$ cat config.mk
export PLATFORM = sky130hd
export DESIGN_NAME = regfile_wb_arbiter
export DESIGN_NICKNAME = d
export VERILOG_FILES = /design/src/rtl/rf_arb_pkg.sv /design/src/rtl/regfile_wb_arbiter_rr_arbiter.sv /design/src/rtl/regfile_wb_arbiter.sv
export SDC_FILE = /design/constraint.sdc
export NUM_CORES = 1
export LEC_CHECK = 0
export ABC_CLOCK_PERIOD_IN_PS = 4650
export BUFFER_PORTS_ARGS = -buffer_cell sky130_fd_sc_hd__buf_2
export CAP_MARGIN = 10
export CORE_UTILIZATION = 49
export DETAILED_ROUTE_END_ITERATION = 8
export PLACE_DENSITY = 0.78
export SLEW_MARGIN = 10
export SYNTH_ARGS = -nofsm -noshare
export SYNTH_HDL_FRONTEND = slang
export SYNTH_SLANG_ARGS = --single-unit
$ cat constraint.sdc
create_clock -name clk -period 4.65 [get_ports clk]
set_clock_uncertainty 0.15 [all_clocks]
set_input_delay 0.465 -clock clk [delete_from_list [all_inputs] [get_ports clk]]
set_output_delay 0.465 -clock clk [all_outputs]
set_load 0.01 [all_outputs]
$ cat src/rtl/rf_arb_pkg.sv
// Shared constants for the register-file writeback arbiter.
package rf_arb_pkg;

    localparam int unsigned NUM_REQ_DEF = 3;
    localparam int unsigned ADDR_W_DEF  = 5;
    localparam int unsigned DATA_W_DEF  = 32;

    localparam logic [ADDR_W_DEF-1:0] REG_ZERO = 5'd0;

    localparam int unsigned REQ_ALU = 0;
    localparam int unsigned REQ_MEM = 1;
    localparam int unsigned REQ_MDU = 2;

    // Pointer width that still works for a single requester.
    function automatic int unsigned ptr_width(input int unsigned n);
        return (n > 1) ? $clog2(n) : 1;
    endfunction

endpackage

$ cat src/rtl/regfile_wb_arbiter_rr_arbiter.sv
// Combinational round-robin grant: search upward from ptr with wrap, first valid wins.
module rr_arbiter
    import rf_arb_pkg::*;
#(
    parameter  int unsigned NUM_REQ = NUM_REQ_DEF,
    localparam int unsigned PTR_W   = ptr_width(NUM_REQ)
) (
    input  logic [NUM_REQ-1:0] valid,
    input  logic [PTR_W-1:0]   ptr,
    output logic [NUM_REQ-1:0] grant,
    output logic [PTR_W-1:0]   ptr_nxt
);

    logic        found;
    int unsigned idx;

    always_comb begin
        grant   = '0;
        ptr_nxt = ptr;
        found   = 1'b0;
        idx     = 0;
        for (int unsigned k = 0; k < NUM_REQ; k++) begin
            idx = (32'(ptr) + k) % NUM_REQ;
            if (!found && valid[PTR_W'(idx)]) begin
                grant[PTR_W'(idx)] = 1'b1;
                ptr_nxt            = PTR_W'((idx + 1) % NUM_REQ);
                found              = 1'b1;
            end
        end
    end

endmodule

$ cat src/rtl/regfile_wb_arbiter.sv
// Writeback port arbiter with registered regfile write stage and RAW busy scoreboard.
// Optional macro RF_WB_PERF_EN adds a saturating conflict_cnt output.
module regfile_wb_arbiter
    import rf_arb_pkg::*;
#(
    parameter int unsigned NUM_REQ = NUM_REQ_DEF,
    parameter int unsigned ADDR_W  = ADDR_W_DEF,
    parameter int unsigned DATA_W  = DATA_W_DEF
) (
    input  logic                       clk,
    input  logic                       rst,
    input  logic [NUM_REQ-1:0]         req_valid,
    input  logic [NUM_REQ*ADDR_W-1:0]  req_addr,
    input  logic [NUM_REQ*DATA_W-1:0]  req_data,
    output logic [NUM_REQ-1:0]         req_ready,
    input  logic                       claim_valid,
    input  logic [ADDR_W-1:0]          claim_addr,
    input  logic [ADDR_W-1:0]          chk_addr1,
    input  logic [ADDR_W-1:0]          chk_addr2,
    output logic                       chk_busy1,
    output logic                       chk_busy2,
    output logic                       rf_we,
    output logic [ADDR_W-1:0]          rf_waddr,
    output logic [DATA_W-1:0]          rf_wdata
`ifdef RF_WB_PERF_EN
    ,
    output logic [15:0]                conflict_cnt
`endif
);

    localparam int unsigned PTR_W    = ptr_width(NUM_REQ);
    localparam int unsigned NUM_REGS = 1 << ADDR_W;
    localparam logic [ADDR_W-1:0] ZERO_A = ADDR_W'(REG_ZERO);

    logic [PTR_W-1:0]    ptr_q, ptr_d, ptr_nxt;
    logic [NUM_REQ-1:0]  grant;
    logic                accept;
    logic [ADDR_W-1:0]   sel_addr;
    logic [DATA_W-1:0]   sel_data;
    logic                rf_we_q, rf_we_d;
    logic [ADDR_W-1:0]   rf_waddr_q, rf_waddr_d;
    logic [DATA_W-1:0]   rf_wdata_q, rf_wdata_d;
    logic [NUM_REGS-1:0] busy_q, busy_d;

    rr_arbiter #(.NUM_REQ(NUM_REQ)) u_rr (
        .valid   (req_valid),
        .ptr     (ptr_q),
        .grant   (grant),
        .ptr_nxt (ptr_nxt)
    );

    assign req_ready = rst ? '0 : grant;
    assign accept    = |req_ready;

    // One-hot select of the granted requester's payload.
    always_comb begin
        sel_addr = '0;
        sel_data = '0;
        for (int unsigned i = 0; i < NUM_REQ; i++) begin
            if (grant[i]) begin
                sel_addr = sel_addr | req_addr[i*ADDR_W +: ADDR_W];
                sel_data = sel_data | req_data[i*DATA_W +: DATA_W];
            end
        end
    end

    // Next state: output stage, pointer, scoreboard (claim applied last so it wins).
    always_comb begin
        ptr_d      = ptr_q;
        rf_we_d    = 1'b0;
        rf_waddr_d = rf_waddr_q;
        rf_wdata_d = rf_wdata_q;
        busy_d     = busy_q;
        if (accept) begin
            ptr_d      = ptr_nxt;
            rf_we_d    = (sel_addr != ZERO_A);
            rf_waddr_d = sel_addr;
            rf_wdata_d = sel_data;
            if (sel_addr != ZERO_A) begin
                busy_d[sel_addr] = 1'b0;
            end
        end
        if (claim_valid && (claim_addr != ZERO_A)) begin
            busy_d[claim_addr] = 1'b1;
        end
        busy_d[0] = 1'b0;
    end

    always_ff @(posedge clk or posedge rst) begin
        if (rst) begin
            ptr_q      <= '0;
            rf_we_q    <= 1'b0;
            rf_waddr_q <= '0;
            rf_wdata_q <= '0;
            busy_q     <= '0;
        end else begin
            ptr_q      <= ptr_d;
            rf_we_q    <= rf_we_d;
            rf_waddr_q <= rf_waddr_d;
            rf_wdata_q <= rf_wdata_d;
            busy_q     <= busy_d;
        end
    end

    assign rf_we     = rf_we_q;
    assign rf_waddr  = rf_waddr_q;
    assign rf_wdata  = rf_wdata_q;
    assign chk_busy1 = busy_q[chk_addr1] && (chk_addr1 != ZERO_A);
    assign chk_busy2 = busy_q[chk_addr2] && (chk_addr2 != ZERO_A);

`ifdef RF_WB_PERF_EN
    logic [15:0] conflict_cnt_q, conflict_cnt_d;

    // Saturating count of cycles with two or more simultaneous requests.
    always_comb begin
        conflict_cnt_d = conflict_cnt_q;
        if (($countones(req_valid) >= 2) && (conflict_cnt_q != 16'hFFFF)) begin
            conflict_cnt_d = conflict_cnt_q + 16'd1;
        end
    end

    always_ff @(posedge clk or posedge rst) begin
        if (rst) begin
            conflict_cnt_q <= '0;
        end else begin
            conflict_cnt_q <= conflict_cnt_d;
        end
    end

    assign conflict_cnt = conflict_cnt_q;
`endif

endmodule

==> flow_summary.ini, run 1 <==
[timing]
relSlewSlack = 0.285
finalHoldViolCount = 0
period_share = 0.935
fmax_ghz = 0.230
tightest_slew_ns = 1.07
fin_tns_setup_ns = 0
finalSetupViolations = 0
rsz0062_at_grt = false
fin_crit_ns = 4.35
hold_ws_ns = 0.254
slew_viol_final = 0

[synthesis]
syn-cell-area_um2 = 4430
synth_nets = 620
synthArstFlopShare = 1.00
yosys_register_bits = 71
synth_cells = 473
yosysUniqueCellTypes = 52
ys.flop_type = dfrtp_1
yosys.area.top_type = dfrtp_1
synth_top_area_frac = 0.401
synth-edff-count = 0
yosysMostFrequentCell = nand2_1
yosys-top-cells-count = 108 x nand2_1, 71 x dfrtp_1, 67 x o21ai_0, 34 x a222oi_1, 20 x clkbuf_1
yosys_warnings = 0
yosysSeqAreaShare = 0.401
synth_area_leaders = dfrtp_1 40%, mux4_2 9.1%, nand2_1 9.1%
syn_area_per_cell_um2 = 9.37

[hold_path]
holdPathStages = 3
hold_class = in2reg

[floorplanning]
start_util = 0.508
die_h_um = 97.1
rows = 34
pin_count = 175
core_area_um2 = 8720
die_area_um2 = 9430
dieWidth_um = 97.1

[global_routing]
grt_pass1_vias = 4305
grt_pass1_wl_mm = 21.0
grt-busiest-layer = met2
grt_util_met1 = 0.355
gr-total-overflow = 0
gr-usage-all-layers = 0.282
met3_usage = 0.0604
use_met2 = 0.464
antenna_found_initial = 0
grt_max_degree = 77

[power]
p_leak_nw = 2.66
power_density_nw_per_um2 = 703
peakVddDrop_mv = 0.346

[clock_network]
root_buffer = clkbuf_8
cts_made_buffers = 9
postCtsSetupRepairBufs = 0
htree_num_levels = 3
cts_sinks = 71
cts_tree = done
cts_buffer_depth = 2
clk_latency_ns = 0.34
clkTransAtPathRegs_ns = 0.08

[worst_setup_path]
cp_slowest_stage_delay_ns = 0.59
path_cells = inv_1, ha_2, o2bb2ai_1, o31a_1, or4b_4, a221o_1, and2_1, ha_1, a311oi_1, xnor2_1, ha_1, a21oi_1, o211ai_2, xnor2_1, o21ai_0
cp_slowest_cell = or4b_4
cp.required_ns = 4.70
worstSetupStartpointType = flop
cp_max_fo = 15
worstRegToRegCells = 15
crit_arrival_ns = 4.40
critical_path_class = reg2reg
worst_setup_path_end_kind = flop

[route]
routedWlPerCell_um = 17.5
ant_nets = 0
vias = 4528
wirelength_mm = 13.1
drcViolationCount = 0
first_iter_violations = 399
viasPerCell = 6.05
dr.pass1.iters = 5

[cells_and_area]
register_area_um2 = 1780
antenna_cells = 0
final_util = 0.641
nFillCells = 739
multi_input_area_um2 = 2510
syn2layout_area_growth_pct = 26.1
nets = 782
drive_above_1_share = 0.353

[placed_design]
portBuffers = 174
dpl.hpwl_mm = 9.86
gp_congestion = 0.922

[status]
status = finished clean

[job]
maxCapViolCount = 0
-- worst max-delay path, delay by kind of cell, from the launching register on --
kind	cells	cell delay, ns
compound gates	7	1.43
xor+xnor	2	0.30
fa+ha+maj	3	0.92
buf+inv	1	0.15
flops	1	0.48
simple gates	2	0.76
-- cell usage in the layout, fill, tap and decap left out, types with 4 or more instances in the layout --
cell,Yosys,final
nand2_1,108,108
nand2b_1,4,4
a31oi_1,4,4
a21oi_1,12,12
inv_1,13,12
nand3_1,7,7
or3_1,6,6
buf_2,8,174
buf_4,1,8
a222oi_1,34,34
dfrtp_1,71,71
o21ai_0,67,67
nor2b_1,4,4
nor2_1,7,7
and2_1,9,9
mux2_2,4,4
mux4_2,18,18
clkbuf_8,0,10
ha_1,15,14
o21ai_1,6,6
a221o_1,4,4
nor3b_1,4,4
-- worst paths after layout --
kind	end	slack, ns	startpoint
min	rf_wdata[15]	0.25	req_data[79]
max in group asynchronous	busy_q[22]	2.79	rst
min in group asynchronous	rf_wdata[31]	0.48	rst
max	ptr_q[0]	0.30	ptr_q[1]
min reg2reg	rf_wdata[27]	0.33	rf_wdata[27]
max reg2reg	ptr_q[0]	0.30	ptr_q[1]
-- flip-flops by register name, summed over array words and instances, names as in the netlist --
signal,cells
busy_q,31
ptr_q,2
rf_waddr,5
rf_wdata,32
rf_we,1
-- routing by layer --
layer / part of all wire / routed length (um)
met1: 0.40 / 5210
met2: 0.49 / 6440
met3: 0.073 / 949
met4: 0.035 / 460
met5: 0 / 0
-- power by group --
part	leakage (nW)	internal (mW)	switching, mW
combinational	1.69	0.985	1.38
clock	0.0891	0.210	0.253
sequential	0.880	0.912	0.189
total	2.66	2.11	1.83
-- cells by family after synthesis --
group	share of synthesized area
AO/OA/AOI/OAI	0.232
XOR/XNOR	0.00395
adder cells (fa/ha/maj)	0.0423
buffers and inverters	0.0412
flip-flops	0.401
multiplexers	0.104
AND/OR/NAND/NOR	0.176
-- layout make-up --
cell class	instances	share of cell area
Multi-Input combinational cell	357	0.449
Sequential cell	71	0.318
Timing Repair Buffer	183	0.168
Clock buffer	10	0.0246
Tap cell	108	0.0242
Inverter	13	0.00873
Clock inverter	6	0.00761
-- per-stage QoR --
step           instances  setup WS, ns  power, mW  area [um^2]
4_1_cts              748         0.250       3.92         5590
6_report             748         0.301       3.93         5590
5_1_grt              748        0.0339       4.25         5590
2_1_floorplan        473         0.794       2.74         4430
3_3_place_gp         731         0.394       3.36         5400
3_5_place_dp         731         0.279       3.46         5400
-- repair_timing --
| item | CTS | global route |
|---|---|---|
| setup endpoints to repair | 0 | 2 |
| hold buffers | 1 | 0 |
| resized for setup | 0 | 1 |
| endpoints found under the hold margin | 7 | 0 |
Note: power is estimated with default switching activity, not from simulation.
==> run 2, diff against run 1 <==
Settings changed: ABC_CLOCK_PERIOD_IN_PS 4650 to 4900.
Clock period 4.65 ns to 4.9 ns, I/O delays scaled along.
==> flow_summary.ini, run 2 (synthesis gave the netlist of run 1 again) <==
[worst_setup_path]
worstSetupStartpointType = flop
crit_arrival_ns = 4.56
r2r-end = ptr_q[0]
cp_max_fo = 15
reg2reg_from = ptr_q[1]
critical_path_class = reg2reg
worstRegToRegCells = 15
cp.required_ns = 4.95
setup.worst_path.start = ptr_q[1]
worst_setup_path_end_kind = flop
r2r_setup_slack_ns = 0.39

[global_routing]
grt_pass1_vias = 4407
grt_max_degree = 78
gr-usage-all-layers = 0.282
grt_pass1_wl_mm = 21.5
gr-total-overflow = 0
antenna_found_initial = 0

[floorplanning]
die_area_um2 = 9430
rows = 34
core_area_um2 = 8720
start_util = 0.508
dieWidth_um = 97.1
pin_count = 175
die_h_um = 97.1

[route]
wirelength_mm = 12.8
first_iter_violations = 377
ant_nets = 0
dr.pass1.iters = 8
routedWlPerCell_um = 17.1
drcViolationCount = 0
vias = 4515
viasPerCell = 6.05

[hold_path]
holdPathStages = 3
hold_class = in2reg
hp-start = req_data[86]
min_to = rf_wdata[22]

[cells_and_area]
syn2layout_area_growth_pct = 25.8
largest_register_ffs = 32
antenna_cells = 0
drive_above_1_share = 0.351
nFillCells = 736
layout_commonest_cell = buf_2
mostFrequentLayoutCells = 174 x buf_2, 108 x nand2_1, 71 x dfrtp_1
final_util = 0.640
nets = 780

[clock_network]
cts_made_buffers = 9
cts_tree = done
cts_sinks = 71
clk_latency_ns = 0.34
htree_num_levels = 3
clkTransAtPathRegs_ns = 0.08
postCtsSetupRepairBufs = 0
root_buffer = clkbuf_8
cts_buffer_depth = 2

[timing]
finalHoldViolCount = 0
period_share = 0.920
rsz0062_at_grt = false
tightest_slew_ns = 0.998
finalSetupViolations = 0
relSlewSlack = 0.333
fin_tns_setup_ns = 0
fmax_ghz = 0.222
hold_ws_ns = 0.289
fin_crit_ns = 4.51
slew_viol_final = 0
setup_slack_ns = 0.393

[placed_design]
portBuffers = 174
place_ws_ns = 0.332
dpl.hpwl_mm = 9.50
gp_congestion = 0.844

[power]
finalPower_mw = 3.70
peakVddDrop_mv = 0.320
p_leak_nw = 2.65
power_density_nw_per_um2 = 663

[job]
maxCapViolCount = 0

[status]
status = finished clean
run 2: cell count changes in the layout (fill, tap and decap cells not counted):
cell / change
buf_4: -2
clkinv_2: -1
clkinv_4: +1
clkinvlp_4: +1
inv_6: -1
run 2: worst max-delay path, stage by stage (launching register included):
cell and delay [ns]:
dfrtp_1 0.48, inv_1 0.15, ha_1 0.55, o2bb2ai_1 0.12, o31a_1 0.33, or4b_4 0.58
a221o_1 0.39, and2_1 0.18, ha_1 0.22, a311oi_1 0.33, xnor2_1 0.15, ha_1 0.21
a21oi_1 0.14, o211ai_2 0.13, xnor2_1 0.15, o21ai_0 0.09
run 2: area by class of cell:
cell class              instances  area [um^2]  share of cell area
clock buffers                  10          138              0.0247
clock inverters                 6         45.0             0.00808
multi-input cells             357         2510               0.450
inverters                      13         48.8             0.00875
flip-flops and latches         71         1780               0.319
repair buffers                181          926               0.166
well taps                     108          135              0.0242
run 2: worst max path at each step:
stage,slack [ns],endpoint,cells past startpoint
CTS,0.29,ptr_q[0],15
finish,0.39,ptr_q[0],15
global route,0.15,ptr_q[0],15
detailed placement,0.33,ptr_q[0],15
floorplan,1.04,ptr_q[1],20
global placement,0.59,ptr_q[1],15
run 2: repair_timing:
item | 4_1_cts | 5_1_grt
hold buffers | 1 | 0
endpoints found under the setup margin | 0 | 1
endpoints found under the hold margin | 6 | 0
gates resized for setup | 0 | 1
run 2: report_power, final:
group	switching [mW]	total [mW]	leakage, nW	internal, mW
clock network	0.237	0.436	0.0849	0.199
registers	0.176	1.04	0.880	0.865
logic	1.29	2.22	1.68	0.927
total	1.71	3.70	2.65	1.99
run 2: per-stage QoR:
stage	cells	cell area, um^2
after detailed placement	729	5380
after global placement	729	5380
after floorplan	473	4430
final	746	5580
after CTS	746	5580
after global routing	746	5580
run 2: metal layers:
metal | wire length (um) | global-route usage | up-vias | part of all wire
met5 | 0 | 0 | - | 0
met4 | 414 | 0.115 | 0 | 0.032
met3 | 1080 | 0.0612 | 36 | 0.084
met2 | 6170 | 0.470 | 249 | 0.48
met1 | 5120 | 0.357 | 2124 | 0.40
li1 | - | - | 2106 | -
